==> config.mk <==
export PLATFORM = sky130hd
export DESIGN_NAME = dmem_rr_arbiter_flat
export DESIGN_NICKNAME = d
export VERILOG_FILES = /design/src/rtl/dmem_rr_arbiter_if.sv /design/src/rtl/dmem_rr_arbiter.sv /design/src/flat_wrapper.sv
export SDC_FILE = /design/constraint.sdc
export NUM_CORES = 1
export LEC_CHECK = 0
export ABC_AREA = 1
export BUFFER_PORTS_ARGS = -buffer_cell sky130_fd_sc_hd__buf_2
export CORE_MARGIN = 2
export CORE_UTILIZATION = 38
export CTS_CLUSTER_SIZE = 40
export DETAILED_ROUTE_END_ITERATION = 8
export PLACE_DENSITY = 0.66
export SYNTH_ARGS = -nofsm -noshare
export SYNTH_HDL_FRONTEND = slang
export SYNTH_SLANG_ARGS = --single-unit
==> constraint.sdc <==
create_clock -name clk -period 3.4 [get_ports clk]
set_input_delay 0.34 -clock clk [delete_from_list [all_inputs] [get_ports clk]]
set_output_delay 0.34 -clock clk [all_outputs]
set_load 0.03 [all_outputs]
==> src/rtl/dmem_rr_arbiter_if.sv <==
// Bus bundle between the core array / RAM macro and dmem_rr_arbiter.
// The arbiter connects through the slave modport; cores and RAM form the master side.
interface dmem_rr_arbiter_if #(
    parameter int NCORES = 4,
    parameter int AW     = 8,
    parameter int DW     = 8
);
    logic [NCORES-1:0]    req;
    logic [NCORES-1:0]    wren;
    logic [NCORES*AW-1:0] Address;
    logic [NCORES*DW-1:0] Din;
    logic [DW-1:0]        RAMq;
    logic [NCORES-1:0]    grant;
    logic [NCORES-1:0]    ack;
    logic [DW-1:0]        Dq;
    logic [AW-1:0]        RAMAddress;
    logic [DW-1:0]        RAMDin;
    logic                 RAMwren;
    logic                 busy;

    modport slave (
        input  req, wren, Address, Din, RAMq,
        output grant, ack, Dq, RAMAddress, RAMDin, RAMwren, busy
    );

    modport master (
        output req, wren, Address, Din, RAMq,
        input  grant, ack, Dq, RAMAddress, RAMDin, RAMwren, busy
    );
endinterface

==> src/rtl/dmem_rr_arbiter.sv <==
// Round-robin arbiter sharing one byte-wide synchronous RAM port among NCORES cores.
// Optional broadcast-read merging is enabled by defining DMEM_ARB_BROADCAST_EN.
module dmem_rr_arbiter #(
    parameter int NCORES = 4,
    parameter int AW     = 8,
    parameter int DW     = 8
) (
    input  logic             clk,
    input  logic             rstn,
    dmem_rr_arbiter_if.slave bus
);
    localparam int PW = (NCORES > 1) ? $clog2(NCORES) : 1;

    typedef enum logic [1:0] {
        S_IDLE   = 2'd0,
        S_ACCESS = 2'd1,
        S_WAIT   = 2'd2,
        S_RESP   = 2'd3
    } state_e;

    state_e            state_q, state_d;
    logic [PW-1:0]     ptr_q, ptr_d;
    logic [NCORES-1:0] grant_q, grant_d;
    logic [NCORES-1:0] ack_q, ack_d;
    logic [DW-1:0]     dq_q, dq_d;
    logic [AW-1:0]     addr_q, addr_d;
    logic [DW-1:0]     din_q, din_d;
    logic              wren_q, wren_d;
    logic              busy_q, busy_d;

    logic              win_found_s;
    logic [PW-1:0]     win_idx_s;
    logic [AW-1:0]     sel_addr_s;
    logic [DW-1:0]     sel_din_s;
    logic              sel_wren_s;
    logic              bcast_s;

    function automatic logic [PW-1:0] wrap_add(input logic [PW-1:0] a, input int unsigned b);
        int unsigned s;
        s = (32'(a) + b) % 32'(NCORES);
        return PW'(s);
    endfunction

    // Winner search: scan downward so the nearest requester at or after the pointer wins last.
    always_comb begin
        logic [PW-1:0] idx;
        logic          hit;
        win_found_s = 1'b0;
        win_idx_s   = '0;
        for (int i = NCORES - 1; i >= 0; i--) begin
            idx         = wrap_add(ptr_q, i);
            hit         = bus.req[idx];
            win_idx_s   = hit ? idx : win_idx_s;
            win_found_s = win_found_s | hit;
        end
    end

    // AND-OR select of the winner's address, data and direction.
    always_comb begin
        sel_addr_s = '0;
        sel_din_s  = '0;
        sel_wren_s = 1'b0;
        for (int i = 0; i < NCORES; i++) begin
            sel_addr_s = sel_addr_s | ({AW{win_idx_s == PW'(i)}} & bus.Address[i*AW +: AW]);
            sel_din_s  = sel_din_s  | ({DW{win_idx_s == PW'(i)}} & bus.Din[i*DW +: DW]);
            sel_wren_s = sel_wren_s | ((win_idx_s == PW'(i)) & bus.wren[i]);
        end
    end

`ifdef DMEM_ARB_BROADCAST_EN
    // Broadcast read: every core reading the same address is served by one RAM access.
    always_comb begin
        bcast_s = (&bus.req) & ~(|bus.wren);
        for (int i = 1; i < NCORES; i++) begin
            bcast_s = bcast_s & (bus.Address[i*AW +: AW] == bus.Address[AW-1:0]);
        end
    end
`else
    assign bcast_s = 1'b0;
`endif

    // Next-state and next-output logic of the transaction sequencer.
    always_comb begin
        state_d = state_q;
        ptr_d   = ptr_q;
        grant_d = grant_q;
        ack_d   = '0;
        dq_d    = dq_q;
        addr_d  = addr_q;
        din_d   = din_q;
        wren_d  = 1'b0;
        busy_d  = 1'b0;
        case (state_q)
            S_IDLE: begin
                if (bcast_s) begin
                    grant_d = '1;
                    addr_d  = bus.Address[AW-1:0];
                    din_d   = bus.Din[DW-1:0];
                    state_d = S_ACCESS;
                end else if (win_found_s) begin
                    grant_d = {{(NCORES-1){1'b0}}, 1'b1} << win_idx_s;
                    ptr_d   = wrap_add(win_idx_s, 32'd1);
                    addr_d  = sel_addr_s;
                    din_d   = sel_din_s;
                    wren_d  = sel_wren_s;
                    state_d = S_ACCESS;
                end else begin
                    grant_d = '0;
                    addr_d  = '0;
                    din_d   = '0;
                end
            end
            S_ACCESS: begin
                // RAMwren is only ever high here for a write, so it doubles as the direction flag.
                if (wren_q) begin
                    ack_d   = grant_q;
                    state_d = S_RESP;
                end else begin
                    state_d = S_WAIT;
                end
            end
            S_WAIT: begin
                dq_d    = bus.RAMq;
                ack_d   = grant_q;
                state_d = S_RESP;
            end
            S_RESP: begin
                grant_d = '0;
                addr_d  = '0;
                din_d   = '0;
                state_d = S_IDLE;
            end
            default: begin
                grant_d = '0;
                addr_d  = '0;
                din_d   = '0;
                state_d = S_IDLE;
            end
        endcase
        busy_d = (state_d != S_IDLE);
    end

    // State and output registers; reset aborts any transaction without an ack.
    always_ff @(posedge clk or negedge rstn) begin
        if (!rstn) begin
            state_q <= S_IDLE;
            ptr_q   <= '0;
            grant_q <= '0;
            ack_q   <= '0;
            dq_q    <= '0;
            addr_q  <= '0;
            din_q   <= '0;
            wren_q  <= 1'b0;
            busy_q  <= 1'b0;
        end else begin
            state_q <= state_d;
            ptr_q   <= ptr_d;
            grant_q <= grant_d;
            ack_q   <= ack_d;
            dq_q    <= dq_d;
            addr_q  <= addr_d;
            din_q   <= din_d;
            wren_q  <= wren_d;
            busy_q  <= busy_d;
        end
    end

    assign bus.grant      = grant_q;
    assign bus.ack        = ack_q;
    assign bus.Dq         = dq_q;
    assign bus.RAMAddress = addr_q;
    assign bus.RAMDin     = din_q;
    assign bus.RAMwren    = wren_q;
    assign bus.busy       = busy_q;

endmodule

==> src/flat_wrapper.sv <==
// flat-port wrapper written by rule: the top's interface ports become plain ports
module dmem_rr_arbiter_flat 
#(
    parameter int NCORES = 4,
    parameter int AW     = 8,
    parameter int DW     = 8
)
  (clk, rstn, bus_req, bus_wren, bus_Address, bus_Din, bus_RAMq, bus_grant, bus_ack, bus_Dq, bus_RAMAddress, bus_RAMDin, bus_RAMwren, bus_busy);
  dmem_rr_arbiter_if #(.NCORES(NCORES), .AW(AW), .DW(DW)) bus_i ();
  input  logic clk;
  input  logic rstn;
  input wire logic [$bits(bus_i.req)-1:0] bus_req;
  input wire logic [$bits(bus_i.wren)-1:0] bus_wren;
  input wire logic [$bits(bus_i.Address)-1:0] bus_Address;
  input wire logic [$bits(bus_i.Din)-1:0] bus_Din;
  input wire logic [$bits(bus_i.RAMq)-1:0] bus_RAMq;
  output wire logic [$bits(bus_i.grant)-1:0] bus_grant;
  output wire logic [$bits(bus_i.ack)-1:0] bus_ack;
  output wire logic [$bits(bus_i.Dq)-1:0] bus_Dq;
  output wire logic [$bits(bus_i.RAMAddress)-1:0] bus_RAMAddress;
  output wire logic [$bits(bus_i.RAMDin)-1:0] bus_RAMDin;
  output wire logic [$bits(bus_i.RAMwren)-1:0] bus_RAMwren;
  output wire logic [$bits(bus_i.busy)-1:0] bus_busy;
  assign bus_i.req = bus_req;
  assign bus_i.wren = bus_wren;
  assign bus_i.Address = bus_Address;
  assign bus_i.Din = bus_Din;
  assign bus_i.RAMq = bus_RAMq;
  assign bus_grant = bus_i.grant;
  assign bus_ack = bus_i.ack;
  assign bus_Dq = bus_i.Dq;
  assign bus_RAMAddress = bus_i.RAMAddress;
  assign bus_RAMDin = bus_i.RAMDin;
  assign bus_RAMwren = bus_i.RAMwren;
  assign bus_busy = bus_i.busy;
  dmem_rr_arbiter #(.NCORES(NCORES), .AW(AW), .DW(DW)) u_core (.clk(clk), .rstn(rstn), .bus(bus_i));
endmodule
# Word level (Yosys, flattened, before mapping)
# Index checks and enable logic that the tools add are counted.
[classes]
n_shift = 1
n_bitwise = 24
n_mul = 0
n_reduce_logical = 5
add_sub_neg = 4
muxes = 25
div_mod_pow = 0
n_eq_ne = 6
magnitude_cmp = 4
[ops]
columns = ["op", "count"]
rows = [
  ["8-bit AND", 8],
  ["8-bit bitwise OR", 6],
  ["8-bit case mux with 2 select lines", 2],
  ["8-bit two-way mux", 2],
  ["4-bit case mux with 2 select lines", 2],
  ["2-bit by 3-bit less-than comparator with 1-bit output (second input constant)", 4],
  ["2-bit two-way mux", 5],
  ["1-bit binary-select mux with 2-bit select", 4],
  ["2-bit equality test (second input constant)", 4],
  ["4-bit two-way mux", 2],
  ["2-bit case mux with 4 select lines", 1],
  ["1-bit two-way mux", 7],
  ["1-bit bitwise OR", 6],
  ["2-bit by 1-bit adder with 2-bit output (second input constant)", 2],
  ["2-bit adder (second input constant)", 2],
  ["1-bit AND", 4],
  ["2-bit by 1-bit equality test with 1-bit output (second input constant)", 2],
  ["2-bit logical NOT", 2],
  ["2-bit nonzero test", 2],
  ["1-bit by 2-bit << shifter with 4-bit output (first input constant)", 1],
  ["2-bit AND reduction", 1],
]
[totals]
latchBits = 0
regBits = 38
out_inout_bits = 34
mem_count = 0
ramBits = 0
input_bits = 82
elab_cells = 78
rom_bits = 0

# Longest topological paths before layout
# Gate-level depths: netlist of run 1.
[depth]
word_depth = 14
ltp_mapped = 19
ltp_nobuf = 16

# Worst setup path after synthesis of run 1
# Ideal clock, no wire load.
[synth_path]
path_kind = "flip-flop to flip-flop"
startpoint = "register u_core.ptr_q[0]"
endpoint = "register u_core.wren_q (netlist: u_core.bus.RAMwren)"
path_buffers = 3
setup_ps = 126
slack_ps = 1293
t_required_ps = 3274
path_stages_with_launch = 17
t_arrival_ps = 1981
synth_period_minus_slack_ps = 2107
path_cell_list = "dfrtp_1 > buf_6 > inv_8 > nand2_1 > nand2_1 > nand2_2 > nand2_2 > inv_1 > nand2_1 > nand3_1 > nand2_1 > inv_1 > ha_1 > clkbuf_1 > buf_4 > a221oi_1 > nor2_1"
[synth_via]
elab_chain_cells = 14
word_cells_on_any_way = 31
cone_classes = "add/sub (3); eq/ne (3); mux (14); bitwise (10); reduce/logical (1)"
[synth_rtl]
columns = ["item", "line", "source"]
rows = [
  ["from (decl)", "dmem_rr_arbiter.sv:22", "logic [PW-1:0] ptr_q, ptr_d;"],
  ["from (signal assigned)", "dmem_rr_arbiter.sv:157", "ptr_q <= ptr_d;"],
  ["2-bit adder", "dmem_rr_arbiter.sv:40", "s = (32'(a) + b) % 32'(NCORES);"],
  ["1-bit binary-select mux with 2-bit select", "dmem_rr_arbiter.sv:52", "hit = bus.req[idx];"],
  ["1-bit two-way mux (implied by the code)", "dmem_rr_arbiter.sv:52", ""],
  ["2-bit two-way mux (4 in a row)", "dmem_rr_arbiter.sv:53", "win_idx_s = hit ? idx : win_idx_s;"],
  ["2-bit by 1-bit equality test with 1-bit output or 2-bit logical NOT (tied branches)", "dmem_rr_arbiter.sv:66", "sel_wren_s = sel_wren_s | ((win_idx_s == PW'(i)) & bus.wren[i]);"],
  ["1-bit AND", "dmem_rr_arbiter.sv:66", ""],
  ["1-bit bitwise OR (3 in a row)", "dmem_rr_arbiter.sv:66", ""],
  ["1-bit two-way mux (*)", "dmem_rr_arbiter.sv:100", "end else if (win_found_s) begin"],
  ["1-bit two-way mux (*)", "dmem_rr_arbiter.sv:93", "case (state_q)"],
  ["net u_core.wren_d", "dmem_rr_arbiter.sv:28", "logic wren_q, wren_d;"],
  ["to (signal assigned)", "dmem_rr_arbiter.sv:163", "wren_q <= wren_d;"],
  ["to (decl)", "dmem_rr_arbiter.sv:28", ""],
]
# The timed path passes the listed nets; every way through them passes the cells marked *. The select of a mux whose other input is x is not followed.
# A chain may end at the register's enable or synchronous reset.

# Worst setup path in the final report of run 1
# Same ends and word-level chain as after synthesis.

==> results.toml, run 1 <==
[finish]
diodes = 0
drive_gt1_share_pct = 37.7
fin_util_pct = 52.3
fill_cells = 568
syn_to_final_growth_pct = 30.6
fin_area_um2 = 2910
nets = 484
regArea_um2 = 951
multi_input_area_um2 = 1090

[power]
pwr-share-clk_pct = 11.2
swShare_pct = 52.8
pwr-share-seq_pct = 22.3
power.density_nw_per_um2 = 1180
switching_power_mw = 1.81
power.internal_mw = 1.62
vdd_ir_drop_max_mv = 0.516
pwr-share-comb_pct = 66.6
p_leak_nw = 1.64

[setup_path]
path_class = "flip-flop to flip-flop"
cp-end-kind = "flip-flop"
r2r_start = "u_core.ptr_q[0]"
required_ns = 3.58
cp_max_fo = 18
crit_arrival_ns = 2.72
startpoint_type = "flip-flop"
path_cells = "inv_8 > nand2_1 > nand3_1 > nand2_1 > nand2_1 > nand2_1 > nand2_1 > nand2_1 > inv_1 > ha_1 > a22o_1 > a221oi_1 > nor2_1"
worstReg2RegEnd = "u_core.bus.RAMwren"
rrSetupSlack_ns = 0.85
crit_top_cell = "nand2_1"
cp_slowest_cell = "dfrtp_1"
critical_path_buf_inv_count = 2
r2r_cells = 13
max_stage_delay_ns = 0.60
critPathTopFamily = "simple AND/OR/NAND/NOR gates"

[yosys]
async_flop_share_pct = 100
synth_fp_nets = 377
syn_area_um2 = 2230
synth_edf_count = 0
synthCells = 287
ys_seq_area_share_pct = 42.6
ys_seq_elements = 38
yosysUniqueCellTypes = 27
synth_area_per_cell_um2 = 7.77
yosys.area.top_type = "dfrtp_1"
ys_top_cells_by_area = "dfrtp_1 43%, nand2_1 21%, nand3_1 5.2%"
ys.flop_type = "dfrtp_1"
yosysWarnings = 0
synthTopCellsByCount = "125 x nand2_1, 38 x dfrtp_1, 23 x nand3_1"
synth_top_cell_area_share_pct = 42.6
yosysMostFrequentCell = "nand2_1"

[detailed_routing]
wire_per_inst_um = 12.4
wirelength_um = 5800
dr_total_vias = 2244
drt_pass1_iterations = 4
remaining_drc_errors = 0
antenna_left = 0
viasPerCell = 4.81
drt-initial-drc-count = 71

[global_routing]
grt-ovfl-total = 0
grt_max_degree = 39
grt_pass1_vias = 2145
grtUsageTotal_pct = 18.3
grt_first_pass_wirelength_um = 9240
antenna_found_initial = 0

[die]
dieArea_um2 = 6500
rows = 27
design.core.area_um2 = 5570
start_util_pct = 40.0
die_w_um = 80.6
io_pins = 116
die-height_um = 80.6

[cts]
clkLatencyLatePin_ns = 0.29
cts_setup_buffers = 0
post_cts_resized = 0
numCtsBuffers = 5
htreeDepth = 2
postCtsHoldBufs = 0
clk_pin_slew_ns = 0.08
clock-sinks = 38
cts_tree = "done"
clock-root-buffer = "clkbuf_8"
clockBufferDepth = 2

[run]
cap_viol_max_count = 0

[run_status]
status = "complete, no violations"

[sta]
finalClockSkew_ns = 0.00688
layout_min_cycle_time_ns = 2.55
setup_tns_ns = 0
timing.fmax_mhz = 393
hold_violations = 0
worst_slew_pin_slew_ns = 0.823
slew_headroom_pct = 45.1
setup_viol = 0
maxSlewViolCount = 0
rsz0062_at_grt = "no"
fin_crit_sh_pct = 74.9

[placement]
gp_congestion = 0.816
dpl-instance-area_um2 = 2800
port_buffers = 115
dpl.hpwl_um = 4470

[worst_hold_path]
hold_path.class = "input pin to asynchronous set/reset pin"
power groups by stage:
| stage | Combinational [mW] | Sequential [mW] | Clock [mW] |
|---|---|---|---|
| 3_5_place_dp | 2.30 | 0.769 | 0 |
| 5_1_grt | 2.59 | 0.781 | 0.414 |
| 4_1_cts | 2.31 | 0.761 | 0.395 |
| 6_report | 2.28 | 0.764 | 0.382 |
| 3_3_place_gp | 2.26 | 0.764 | 0 |
| 2_1_floorplan | 1.56 | 1.04 | 0 |
worst max path at each step:
stage	from	cells after the start	endpoint	slack, ns
floorplan	u_core.ptr_q[0]	16	u_core.bus.RAMwren	1.29
global placement	u_core.ptr_q[0]	13	u_core.bus.RAMwren	0.96
detailed placement	u_core.ptr_q[0]	11	u_core.bus.RAMwren	0.87
CTS	u_core.ptr_q[0]	11	u_core.bus.RAMwren	0.85
global route	u_core.ptr_q[0]	15	u_core.bus.RAMAddress[2]	0.55
finish	u_core.ptr_q[0]	13	u_core.bus.RAMwren	0.85
flip-flops by register name, summed over array words and instances (netlist names):
name / cells
u_core.bus.RAMwren: 1
u_core.bus.busy: 1
u_core.bus.ack: 4
u_core.bus.RAMDin: 8
u_core.bus.grant: 4
u_core.bus.RAMAddress: 8
u_core.state_q: 2
u_core.ptr_q: 2
u_core.bus.Dq: 8
cells in the final DEF, fill, tap and decap left out:
| master | netlist | routed |
|---|---|---|
| clkinvlp_4 | 0 | 2 |
| nand4_1 | 17 | 17 |
| dfrtp_1 | 38 | 38 |
| nor3_1 | 4 | 4 |
| a22o_1 | 1 | 1 |
| inv_8 | 1 | 1 |
| a221oi_1 | 1 | 1 |
| inv_1 | 18 | 18 |
| a21oi_1 | 3 | 3 |
| nand2_1 | 125 | 125 |
| nor2_1 | 2 | 2 |
| mux2_2 | 8 | 8 |
| ha_1 | 8 | 8 |
| nand3_2 | 3 | 3 |
| nand3_1 | 23 | 23 |
| o21ai_0 | 1 | 1 |
| o21ai_1 | 4 | 4 |
| bufinv_16 | 0 | 1 |
| a31oi_1 | 1 | 1 |
| nor2_4 | 2 | 2 |
| inv_2 | 1 | 1 |
| nand2_4 | 1 | 1 |
| buf_4 | 3 | 1 |
| nand2_2 | 9 | 9 |
| clkbuf_8 | 1 | 5 |
| buf_2 | 1 | 115 |
through the flow:
stage / power, mW / setup slack (ns) / hold slack (ns) / cells
final: 3.43 / 0.854 / 0.150 / 467
after global routing: 3.78 / 0.550 / 0.216 / 467
after CTS: 3.46 / 0.847 / 0.170 / 467
after detailed placement: 3.07 / 0.872 / 0.460 / 459
after global placement: 3.02 / 0.960 / 0.459 / 459
after floorplan: 2.60 / 1.29 / 0.0444 / 287
per-layer routing:
layer | wire length, um | global-route usage (%) | up-vias
li1 | - | - | 1134
met1 | 2400 | 21.8 | 1022
met2 | 2970 | 32.8 | 84
met3 | 379 | 3.71 | 4
met4 | 46 | 5.42 | 0
met5 | 0 | 0 | -
cells by family after synthesis:
logic type               Yosys count  share of synthesized area (%)
buffers and inverters             36                           8.41
multiplexers                       8                           4.04
adder cells (fa/ha/maj)            8                           4.49
AND/OR/NAND/NOR                  186                           37.6
flip-flops                        38                           42.6
AO/OA/AOI/OAI                     11                           2.86
cell type report:
cell class / count / area share (%)
clock buffers: 5 / 2.36
clock inverters: 3 / 1.55
inverters: 20 / 2.84
multi-input cells: 213 / 37.5
flip-flops and latches: 38 / 32.6
well taps: 72 / 3.09
repair buffers: 116 / 20.0
Power figures use the tool's default switching activity.
==> inputs of run 2 (changes only) <==
- PLACE_DENSITY: 0.66 -> 0.69
- clock period: 3.4 -> 2.12 ns (I/O delays scaled with it)
==> run 2 against run 1 <==
  * The flow now finishes with violations (negative setup slack)
  * First-iteration DRC count rose by 99%
  * Critical path depth is 2 higher
  * Hold slack lost 0.13 ns
  * Utilization is 8.3 points higher
  * Final area grew 16%
  * Non-clock buffer count grew 23
  * Via count up 5.7%
  * Sequential power is 61% higher
  * Global-route usage barely moved
  * Maximum frequency rose by 17%
  * Clock skew fell by 0.0012 ns
  * Critical path type unchanged
  * Largest power group unchanged
==> results.toml, run 2 (same netlist as run 1, synthesis figures left out) <==
[run_status]
status = "finished, violations left"
violations = "negative setup slack"

[sta]
hold_ws_ns = 0.0187
rsz0062_at_grt = "yes"
layout_min_cycle_time_ns = 2.17
fin_ws_ns = -0.0471
finalClockSkew_ns = 0.00563
setup_viol = 7
timing.fmax_mhz = 461
slew_headroom_pct = 45.7
worst_slew_pin_slew_ns = 0.815
maxSlewViolCount = 0
hold_violations = 0
fin_crit_sh_pct = 102

[placement]
gp_congestion = 0.817
dpl-instance-area_um2 = 2920
port_buffers = 115
dpl.hpwl_um = 4560

[die]
dieArea_um2 = 6500
rows = 27
design.core.area_um2 = 5570
die-height_um = 80.6
die_w_um = 80.6
start_util_pct = 40.0
io_pins = 116

[finish]
drive_gt1_share_pct = 50.1
final_cell_mix = "115 x buf_2, 103 x nand2_1, 36 x dfrtp_1"
syn_to_final_growth_pct = 51.2
fin_area_um2 = 3370
nets = 507
diodes = 0
layout.cells.most_common = "buf_2"

[setup_path]
critical_path_buf_inv_count = 3
crit_arrival_ns = 2.34
required_ns = 2.30
cp_slowest_cell = "dfrtp_2"
cp_max_fo = 8
path_class = "flip-flop to flip-flop"
max_stage_delay_ns = 0.49
cp-end-kind = "flip-flop"
path_cells = "inv_8 > nand2_2 > nand2_1 > nand2_1 > nand2_2 > inv_2 > nand2_4 > nand2_4 > nand2_4 > nand2_4 > buf_6 > ha_4 > a22o_4 > a221oi_4 > nor2_1"
crit_top_cell = "nand2_4"
startpoint_type = "flip-flop"
critPathTopFamily = "simple AND/OR/NAND/NOR gates"

[cts]
cts_tree = "done"
clock-sinks = 38
numCtsBuffers = 5
clockBufferDepth = 2
clkLatencyLatePin_ns = 0.29
htreeDepth = 2
clk_pin_slew_ns = 0.07
clock-root-buffer = "clkbuf_8"

[global_routing]
grt_first_pass_wirelength_um = 9210
grtUsageTotal_pct = 18.2
grt_pass1_vias = 2003
antenna_found_initial = 0
grt_max_degree = 39
grt-ovfl-total = 0

[detailed_routing]
drt-initial-drc-count = 141
wire_per_inst_um = 14.0
viasPerCell = 4.85
antenna_left = 0
drt_pass1_iterations = 4
dr_total_vias = 2373
wirelength_um = 6870
remaining_drc_errors = 0

[power]
vdd_ir_drop_max_mv = 0.927
p_leak_nw = 1.83
power.density_nw_per_um2 = 2160

[worst_hold_path]
hold_path.class = "input pin to asynchronous set/reset pin"

[run]
cap_viol_max_count = 0
run 2: cell count changes in the layout (fill, tap and decap cells not counted), sizes merged:
cell / delta
clkinvlp: -2
clkbuf: +3
buf: +21
run 2: layer usage:
metal,routed length (um),global-route usage [%]
met2,3430,31.4
met3,587,3.37
met5,0,0
met1,2750,23.2
met4,93,5.25
run 2: final cells by class:
cell class	count	area [um2]
inverter	20	85.1
fill	522	2200
multi-input combinational	213	1290
tap	72	90.1
clock buffer	6	82.6
timing repair buffer	139	838
clock inverter	1	30.0
sequential	38	953
run 2: power breakdown:
group          total [mW]  internal [mW]  leakage (nW)  switching [mW]
registers            1.23           1.05         0.479           0.181
logic                5.45           2.26          1.30            3.19
clock network       0.624          0.376        0.0573           0.247
run 2: repair_timing:
action	CTS	global route
setup buffers	0	8
gates resized for setup	7	54
hold buffers	0	0
endpoints found under the setup margin	18	19
pin swaps	0	22
gates cloned	0	2
run 2: path summary, 6_finish.rpt:
| kind | start | to | slack, ns | depth (start not counted) |
|---|---|---|---|---|
| setup / recovery | u_core.ptr_q[0] | u_core.bus.RAMwren | -0.05 | 15 |
| hold / removal | rstn | u_core.bus.busy | 0.02 | 1 |
| setup reg to reg | u_core.ptr_q[0] | u_core.bus.RAMwren | -0.05 | 15 |
| hold reg to reg | u_core.bus.RAMDin[4] | u_core.bus.RAMDin[4] | 0.47 | 2 |
| max in group asynchronous | rstn | u_core.ptr_q[1] | 1.55 | 1 |
| min in group clk | bus_RAMq[2] | u_core.bus.Dq[2] | 0.15 | 2 |
run 2: worst register-to-register path, stage by stage (launching register included):
cell and delay, ns:
dfrtp_2 0.49, inv_8 0.11, nand2_2 0.04, nand2_1 0.09, nand2_1 0.08, nand2_2 0.08, inv_2 0.06, nand2_4 0.08
nand2_4 0.06, nand2_4 0.07, nand2_4 0.06, buf_6 0.12, ha_4 0.18, a22o_4 0.25, a221oi_4 0.21, nor2_1 0.07
run 2: through the flow:
step	utilization (%)	setup WS (ns)	setup TNS (ns)	power, mW	cells
finish	60.5	-0.0471	-0.104	7.30	489
global route	60.5	-0.157	-2.50	7.83	489
CTS	54.9	0.00339	0	6.10	479
detailed placement	52.4	-0.223	-3.59	5.40	472
global placement	52.4	-0.130	-1.77	5.31	472
floorplan	-	0.0135	0	4.17	287
